File: config.mk
export PLATFORM = sky130hd
export DESIGN_NAME = eprisc_sysx_slave
export DESIGN_NICKNAME = d
export VERILOG_FILES = /design/src/rtl/eprisc_sysx_pkg.sv /design/src/rtl/eprisc_sysx_sync.sv /design/src/rtl/eprisc_sysx_slave.sv
export SDC_FILE = /design/constraint.sdc
export NUM_CORES = 1
export LEC_CHECK = 0
export BUFFER_PORTS_ARGS = -buffer_cell sky130_fd_sc_hd__buf_2
export CAP_MARGIN = 20
export CELL_PAD_IN_SITES_DETAIL_PLACEMENT = 1
export CELL_PAD_IN_SITES_GLOBAL_PLACEMENT = 2
export CORE_UTILIZATION = 41
export CTS_BUF_LIST = sky130_fd_sc_hd__clkbuf_8
export CTS_CLUSTER_SIZE = 14
export DETAILED_ROUTE_END_ITERATION = 6
export PLACE_DENSITY_LB_ADDON = 0.1
export SYNTH_ARGS = -nofsm -noshare
export SYNTH_HDL_FRONTEND = slang
export SYNTH_SLANG_ARGS = --single-unit
File: constraint.sdc
create_clock -name iClock -period 3.2 [get_ports iClock]
set_clock_uncertainty 0.1 [all_clocks]
set_input_delay 0.64 -clock iClock [delete_from_list [all_inputs] [get_ports iClock]]
set_output_delay 0.64 -clock iClock [all_outputs]
set_load 0.05 [all_outputs]
File: src/rtl/eprisc_sysx_pkg.sv
// Shared definitions for the epRISC sysX slave: frame states, command byte
// layout, the interrupt-acknowledge register address and the frame length.
package eprisc_sysx_pkg;

   typedef enum logic [2:0] {
      IDLE   = 3'd0,
      CMD    = 3'd1,
      WDATA  = 3'd2,
      RFETCH = 3'd3,
      RDATA  = 3'd4,
      DONE   = 3'd5
   } sysxState_t;

   localparam int         CMD_WRITE_BIT = 7;
   localparam int         CMD_ADDR_MSB  = 6;
   localparam int         CMD_ADDR_LSB  = 0;
   localparam logic [6:0] IRQ_ACK_ADDR  = 7'h7F;
   localparam logic [2:0] FRAME_BYTES   = 3'd5;

endpackage

File: src/rtl/eprisc_sysx_sync.sv
// Multi-stage synchronizer for the sysX bus pins. Bit 0 of the vector is the
// bus clock; registered rise/fall pulses are produced from its synchronized copy.
module eprisc_sysx_sync #(
   parameter int WIDTH  = 11,
   parameter int STAGES = 2
) (
   input  logic             iClock,
   input  logic             iReset,
   input  logic [WIDTH-1:0] iAsync,
   output logic [WIDTH-1:0] oSync,
   output logic             oRise,
   output logic             oFall
);

   logic [WIDTH-1:0] chain [STAGES];
   logic             prevEdge;

   assign oSync = chain[STAGES-1];

   // Synchronizer chain plus one-cycle edge pulses on the bus clock bit.
   always_ff @(posedge iClock or negedge iReset) begin
      if (!iReset) begin
         for (int i = 0; i < STAGES; i++) chain[i] <= '0;
         prevEdge <= 1'b0;
         oRise    <= 1'b0;
         oFall    <= 1'b0;
      end else begin
         chain[0] <= iAsync;
         for (int i = 1; i < STAGES; i++) chain[i] <= chain[i-1];
         prevEdge <= chain[STAGES-1][0];
         oRise    <= chain[STAGES-1][0] & ~prevEdge;
         oFall    <= ~chain[STAGES-1][0] & prevEdge;
      end
   end

endmodule

File: src/rtl/eprisc_sysx_slave.sv
// epRISC sysX bus slave: turns master frames into single-cycle register
// read/write strobes for the local peripheral and shifts read data out on MISO.
// Optional feature macro: SYSX_SLAVE_IRQ_EN (interrupt pending flop, with
// address 7'h7F used as the pending read/acknowledge register).
//
// state  | meaning
// IDLE   | not selected, waiting for select == SLAVE_ID
// CMD    | selected, waiting for the command byte
// WDATA  | write frame, collecting data bytes 1..4
// RFETCH | read frame, strobe issued, capturing read data
// RDATA  | read frame, shifting bytes 1..4 out on MISO
// DONE   | frame complete, further bytes ignored
module eprisc_sysx_slave
   import eprisc_sysx_pkg::*;
#(
   parameter logic [1:0] SLAVE_ID    = 2'd1,
   parameter int         SYNC_STAGES = 2
) (
   input  logic        iClock,
   input  logic        iReset,
   input  logic        iBusClock,
   input  logic [1:0]  iBusSelect,
   input  logic [7:0]  iBusMOSI,
   output logic [7:0]  oBusMISO,
   output logic        oBusMISOEnable,
   output logic        oBusInterrupt,
   output logic [6:0]  oRegAddress,
   output logic [31:0] oRegWriteData,
   output logic        oRegWrite,
   output logic        oRegRead,
   input  logic [31:0] iRegReadData,
   input  logic        iIrqRequest
);

   localparam int SYNC_WIDTH = 11;

   sysxState_t            state, stateNext;
   logic [SYNC_WIDTH-1:0] busSync;
   logic                  busRise, busFall, selMatch, lastByte;
   logic [7:0]            mosiSync;
   logic [2:0]            byteCount;
   logic                  isWrite, fetchPhase;
   logic                  irqPending, ackHit, ackCmd;
   logic                  writeStrobeNext, readStrobeNext;
   logic [31:0]           shiftReg;

   eprisc_sysx_sync #(
      .WIDTH  (SYNC_WIDTH),
      .STAGES (SYNC_STAGES)
   ) uSync (
      .iClock (iClock),
      .iReset (iReset),
      .iAsync ({iBusSelect, iBusMOSI, iBusClock}),
      .oSync  (busSync),
      .oRise  (busRise),
      .oFall  (busFall)
   );

   assign selMatch = (busSync[10:9] == SLAVE_ID);
   assign mosiSync = busSync[8:1];
   assign lastByte = busRise && (byteCount == FRAME_BYTES - 3'd1);

   assign oBusMISOEnable = (state == RFETCH) || (state == RDATA) ||
                           ((state == DONE) && !isWrite);

`ifdef SYSX_SLAVE_IRQ_EN
   logic irqClear;

   assign ackHit        = (oRegAddress == IRQ_ACK_ADDR);
   assign ackCmd        = (mosiSync[CMD_ADDR_MSB:CMD_ADDR_LSB] == IRQ_ACK_ADDR);
   assign irqClear      = (state == WDATA) && lastByte && selMatch && ackHit;
   assign oBusInterrupt = irqPending;

   // Pending interrupt: a new request beats a simultaneous acknowledge.
   always_ff @(posedge iClock or negedge iReset) begin
      if (!iReset)          irqPending <= 1'b0;
      else if (iIrqRequest) irqPending <= 1'b1;
      else if (irqClear)    irqPending <= 1'b0;
   end
`else
   logic unusedIrqRequest;

   assign unusedIrqRequest = iIrqRequest;
   assign ackHit           = 1'b0;
   assign ackCmd           = 1'b0;
   assign irqPending       = 1'b0;
   assign oBusInterrupt    = 1'b0;
`endif

   // State register.
   always_ff @(posedge iClock or negedge iReset) begin
      if (!iReset) state <= IDLE;
      else         state <= stateNext;
   end

   // Next-state and strobe decode; losing select aborts from any state.
   always_comb begin
      stateNext       = state;
      writeStrobeNext = 1'b0;
      readStrobeNext  = 1'b0;
      case (state)
         IDLE:   if (selMatch) stateNext = CMD;
         CMD:    if (busRise) begin
                    if (mosiSync[CMD_WRITE_BIT]) begin
                       stateNext = WDATA;
                    end else begin
                       stateNext      = RFETCH;
                       readStrobeNext = !ackCmd;
                    end
                 end
         WDATA:  if (lastByte) begin
                    stateNext       = DONE;
                    writeStrobeNext = !ackHit;
                 end
         RFETCH: if (fetchPhase) stateNext = RDATA;
         RDATA:  if (lastByte) stateNext = DONE;
         DONE:   stateNext = DONE;
         default: stateNext = IDLE;
      endcase
      if (!selMatch) begin
         stateNext       = IDLE;
         writeStrobeNext = 1'b0;
         readStrobeNext  = 1'b0;
      end
   end

   // Frame datapath: command decode, byte counter, write assembly, read shifter.
   always_ff @(posedge iClock or negedge iReset) begin
      if (!iReset) begin
         oBusMISO      <= 8'h00;
         oRegAddress   <= 7'h00;
         oRegWriteData <= 32'h0;
         oRegWrite     <= 1'b0;
         oRegRead      <= 1'b0;
         byteCount     <= 3'd0;
         isWrite       <= 1'b0;
         fetchPhase    <= 1'b0;
         shiftReg      <= 32'h0;
      end else begin
         oRegWrite <= writeStrobeNext;
         oRegRead  <= readStrobeNext;
         if (!selMatch) begin
            byteCount  <= 3'd0;
            fetchPhase <= 1'b0;
         end else begin
            case (state)
               IDLE: begin
                  byteCount  <= 3'd0;
                  fetchPhase <= 1'b0;
                  oBusMISO   <= 8'h00;
               end
               CMD: if (busRise) begin
                  oRegAddress <= mosiSync[CMD_ADDR_MSB:CMD_ADDR_LSB];
                  isWrite     <= mosiSync[CMD_WRITE_BIT];
                  byteCount   <= 3'd1;
               end
               WDATA: if (busRise) begin
                  oRegWriteData <= {oRegWriteData[23:0], mosiSync};
                  byteCount     <= byteCount + 3'd1;
               end
               RFETCH: begin
                  fetchPhase <= 1'b1;
                  if (fetchPhase) shiftReg <= ackHit ? {31'b0, irqPending} : iRegReadData;
               end
               RDATA: begin
                  if (busFall) begin
                     oBusMISO <= shiftReg[31:24];
                     shiftReg <= {shiftReg[23:0], 8'h00};
                  end
                  if (busRise) byteCount <= byteCount + 3'd1;
               end
               DONE: begin
                  if (busFall) oBusMISO <= 8'h00;
                  if (busRise && (byteCount != FRAME_BYTES)) byteCount <= byteCount + 3'd1;
               end
               default: byteCount <= 3'd0;
            endcase
         end
      end
   end

endmodule

==> flow_metrics.tcl <==
set metrics [dict create \
    drc 0 \
    detail_route.wl_per_cell_um 15.4 \
    layout_common_cells "dfrtp_1 (114), buf_2 (93), nand2_1 (48)" \
    finalCritPeriodShare_pct 80.4 \
    final_common_cell "dfrtp_1" \
    gp_congestion 0.744 \
    first_pass_iters 4 \
    synth_nets 401 \
    ios 97 \
    die_h_um 108 \
    grt.total_usage_pct 17.4 \
    core_area_mm2 0.0109 \
    grt_pass1_wl_um 15200 \
    ys_warn_count 0 \
    start_util_pct 42.2 \
    muxShareOfSynthArea_pct 15.0 \
    synth.distinct_cells 46 \
    final_antenna_net_count 0 \
    post-place-ws_ns 0.959 \
    cp-end-kind "output port" \
    grt_start_max_net_pins 57 \
    drt_iter0_drc 128 \
    synth_fa_ha_area_share_pct 0.818 \
    hold_class "in2async" \
    required_ns 2.46 \
    port_buffers 94 \
    ys_async_sr_fraction_pct 100 \
    syn_area_mm2 0.00459 \
    synth_top_area_share_pct 62.1 \
    die_w_um 108 \
    clk_pin_slew_ns 0.07 \
    synthFlopType "dfrtp_1" \
    p_leak_uw 0.00278 \
    rsz0062_at_grt "false" \
    nets 499 \
    slowest_delay_ns 0.67 \
    ff_latch_area_mm2 0.00285 \
    antenna_found_initial 0 \
    cts.path.max_buffers 2 \
    cts_max_level 4 \
    fin_ws_ns 0.626 \
    via_per_inst 4.92 \
    cts_inserted_buffers 17 \
    final_max_slew_viol_count 0 \
    dieArea_mm2 0.0116 \
    post_cts_resized 0 \
    critPathBufInv 1 \
    max-cap-violations 0 \
    synth_top_family_by_area "multiplexers" \
    avgSynthCellArea_um2 13.0 \
    wl_um 9250 \
    cts_root_buf "clkbuf_8" \
    ys_top_cells_by_area "dfrtp_1 (62%), mux2_2 (9.8%), mux2i_1 (5.2%)" \
    ys_ff_latch 114 \
    crit_family "flip-flops" \
    clkLatencyLatePin_ns 0.43 \
    holdWs_ns 0.177 \
    drive_above_1_share_pct 38.7 \
    cp_max_fo 16 \
    setup_violations 0 \
    r2r_slack_ns 0.99 \
    fin_util_pct 50.8 \
    postCtsSetupRepairBufs 0 \
    dpl.hpwl_um 6210 \
    cts_tree "built" \
    ir_drop_mv 0.232 \
    multi_input_area_mm2 0.00156 \
    p_per_area_mw_per_mm2 562 \
    diodes 0 \
    synth_edf_count 0 \
    tns_ns 0 \
    crit_chain "and2b_2 > a21o_1 > buf_2" \
    ys_seq_area_share_pct 62.1 \
    fmax_mhz 389 \
    syn2layout_area_growth_pct 20.5 \
    outcome "completed" \
    worstPathArrival_ns 1.83 \
    hold_buffers 0 \
    design_area_mm2 0.00553 \
    finalHoldViolations 0 \
    fin_crit_ns 2.57 \
    yosys.area.top_type "dfrtp_1" \
    postSynthCellCount 352 \
    vias 2962 \
    crit_slowest_cell "dfrtp_1" \
    grt_pass1_vias 3003 \
    synthSimpleGateAreaFrac_pct 8.61 \
    grt_overflow 0 \
    tightest_slew_ns 0.750 \
    slew_headroom_pct 50.0 \
    dpl_cell_area_mm2 0.00512 \
    synth_xor_area_share_pct 0.191 \
    synth-compound-area-share_pct 9.02 \
    cts_sinks 114 \
    fillers 1158 \
    core.rowCount 38 \
    crit_type "reg2out" \
    critPathLaunchType "register" \
]
-- through the flow --
step | cells | total power (uW)
after floorplan | 352 | 1660
after global placement | 571 | 1750
after detailed placement | 571 | 1760
after CTS | 602 | 3160
after global routing | 602 | 3230
final | 602 | 3110
-- final cells by class --
| class | count | area share (%) |
|---|---|---|
| flip-flops and latches | 114 | 51.6 |
| multi-input cells | 214 | 28.2 |
| repair buffers | 98 | 9.32 |
| clock buffers | 20 | 4.98 |
| well taps | 140 | 3.17 |
| clock inverters | 11 | 2.49 |
| inverters | 5 | 0.339 |
-- per-layer routing --
layer	part of all wire, %	GRT usage (%)	vias up
li1	-	-	1431
met2	46	26.1	62
met1	48	23.5	1458
met4	1.6	8.51	0
met3	3.7	4.54	11
met5	0	0	-
-- cells by family after synthesis --
family / Yosys count
compound gates: 66
xor+xnor: 1
fa+ha+maj: 3
buf+inv: 24
flops: 114
mux: 64
other cells: 1
simple gates: 79
-- state kept, by name, summed over array words and instances (netlist names) --
| signal | count |
|---|---|
| shiftReg | 32 |
| state | 3 |
| oRegRead | 1 |
| byteCount | 3 |
| uSync.oRise | 1 |
| uSync.oSync | 11 |
| uSync.prevEdge | 1 |
| uSync.chain | 11 |
| oRegWrite | 1 |
| oRegWriteData | 32 |
| oRegAddress | 7 |
| fetchPhase | 1 |
| isWrite | 1 |
| uSync.oFall | 1 |
| oBusMISO | 8 |
-- path summary, 6_finish.rpt --
kind | startpoint | to | cells past startpoint
min in group iClock | iBusClock | uSync.chain[11] | 1
max in group asynchronous | iReset | oRegWriteData[0] | 2
min reg2reg | uSync.chain[19] | uSync.oSync[8] | 0
max reg2reg | uSync.oSync[10] | oRegWriteData[14] | 3
min | iReset | oRegWriteData[19] | 1
max | state[2] | oBusMISOEnable | 3
-- cells in the mapped netlist, drive strengths merged, types with 2 or more instances --
| master | n |
|---|---|
| a21o | 2 |
| a21oi | 8 |
| a22o | 8 |
| and2b | 2 |
| buf | 18 |
| dfrtp | 114 |
| ha | 3 |
| inv | 5 |
| mux2 | 40 |
| mux2i | 24 |
| nand2 | 49 |
| nand2b | 3 |
| nand3 | 6 |
| nand4 | 2 |
| nor2 | 7 |
| nor2b | 4 |
| o211ai | 2 |
| o21ai | 37 |
-- power breakdown --
group	switching (uW)	internal, uW
clock	564	820
sequential	25.3	1480
combinational	147	67.9
Power figures use the tool's default switching activity.
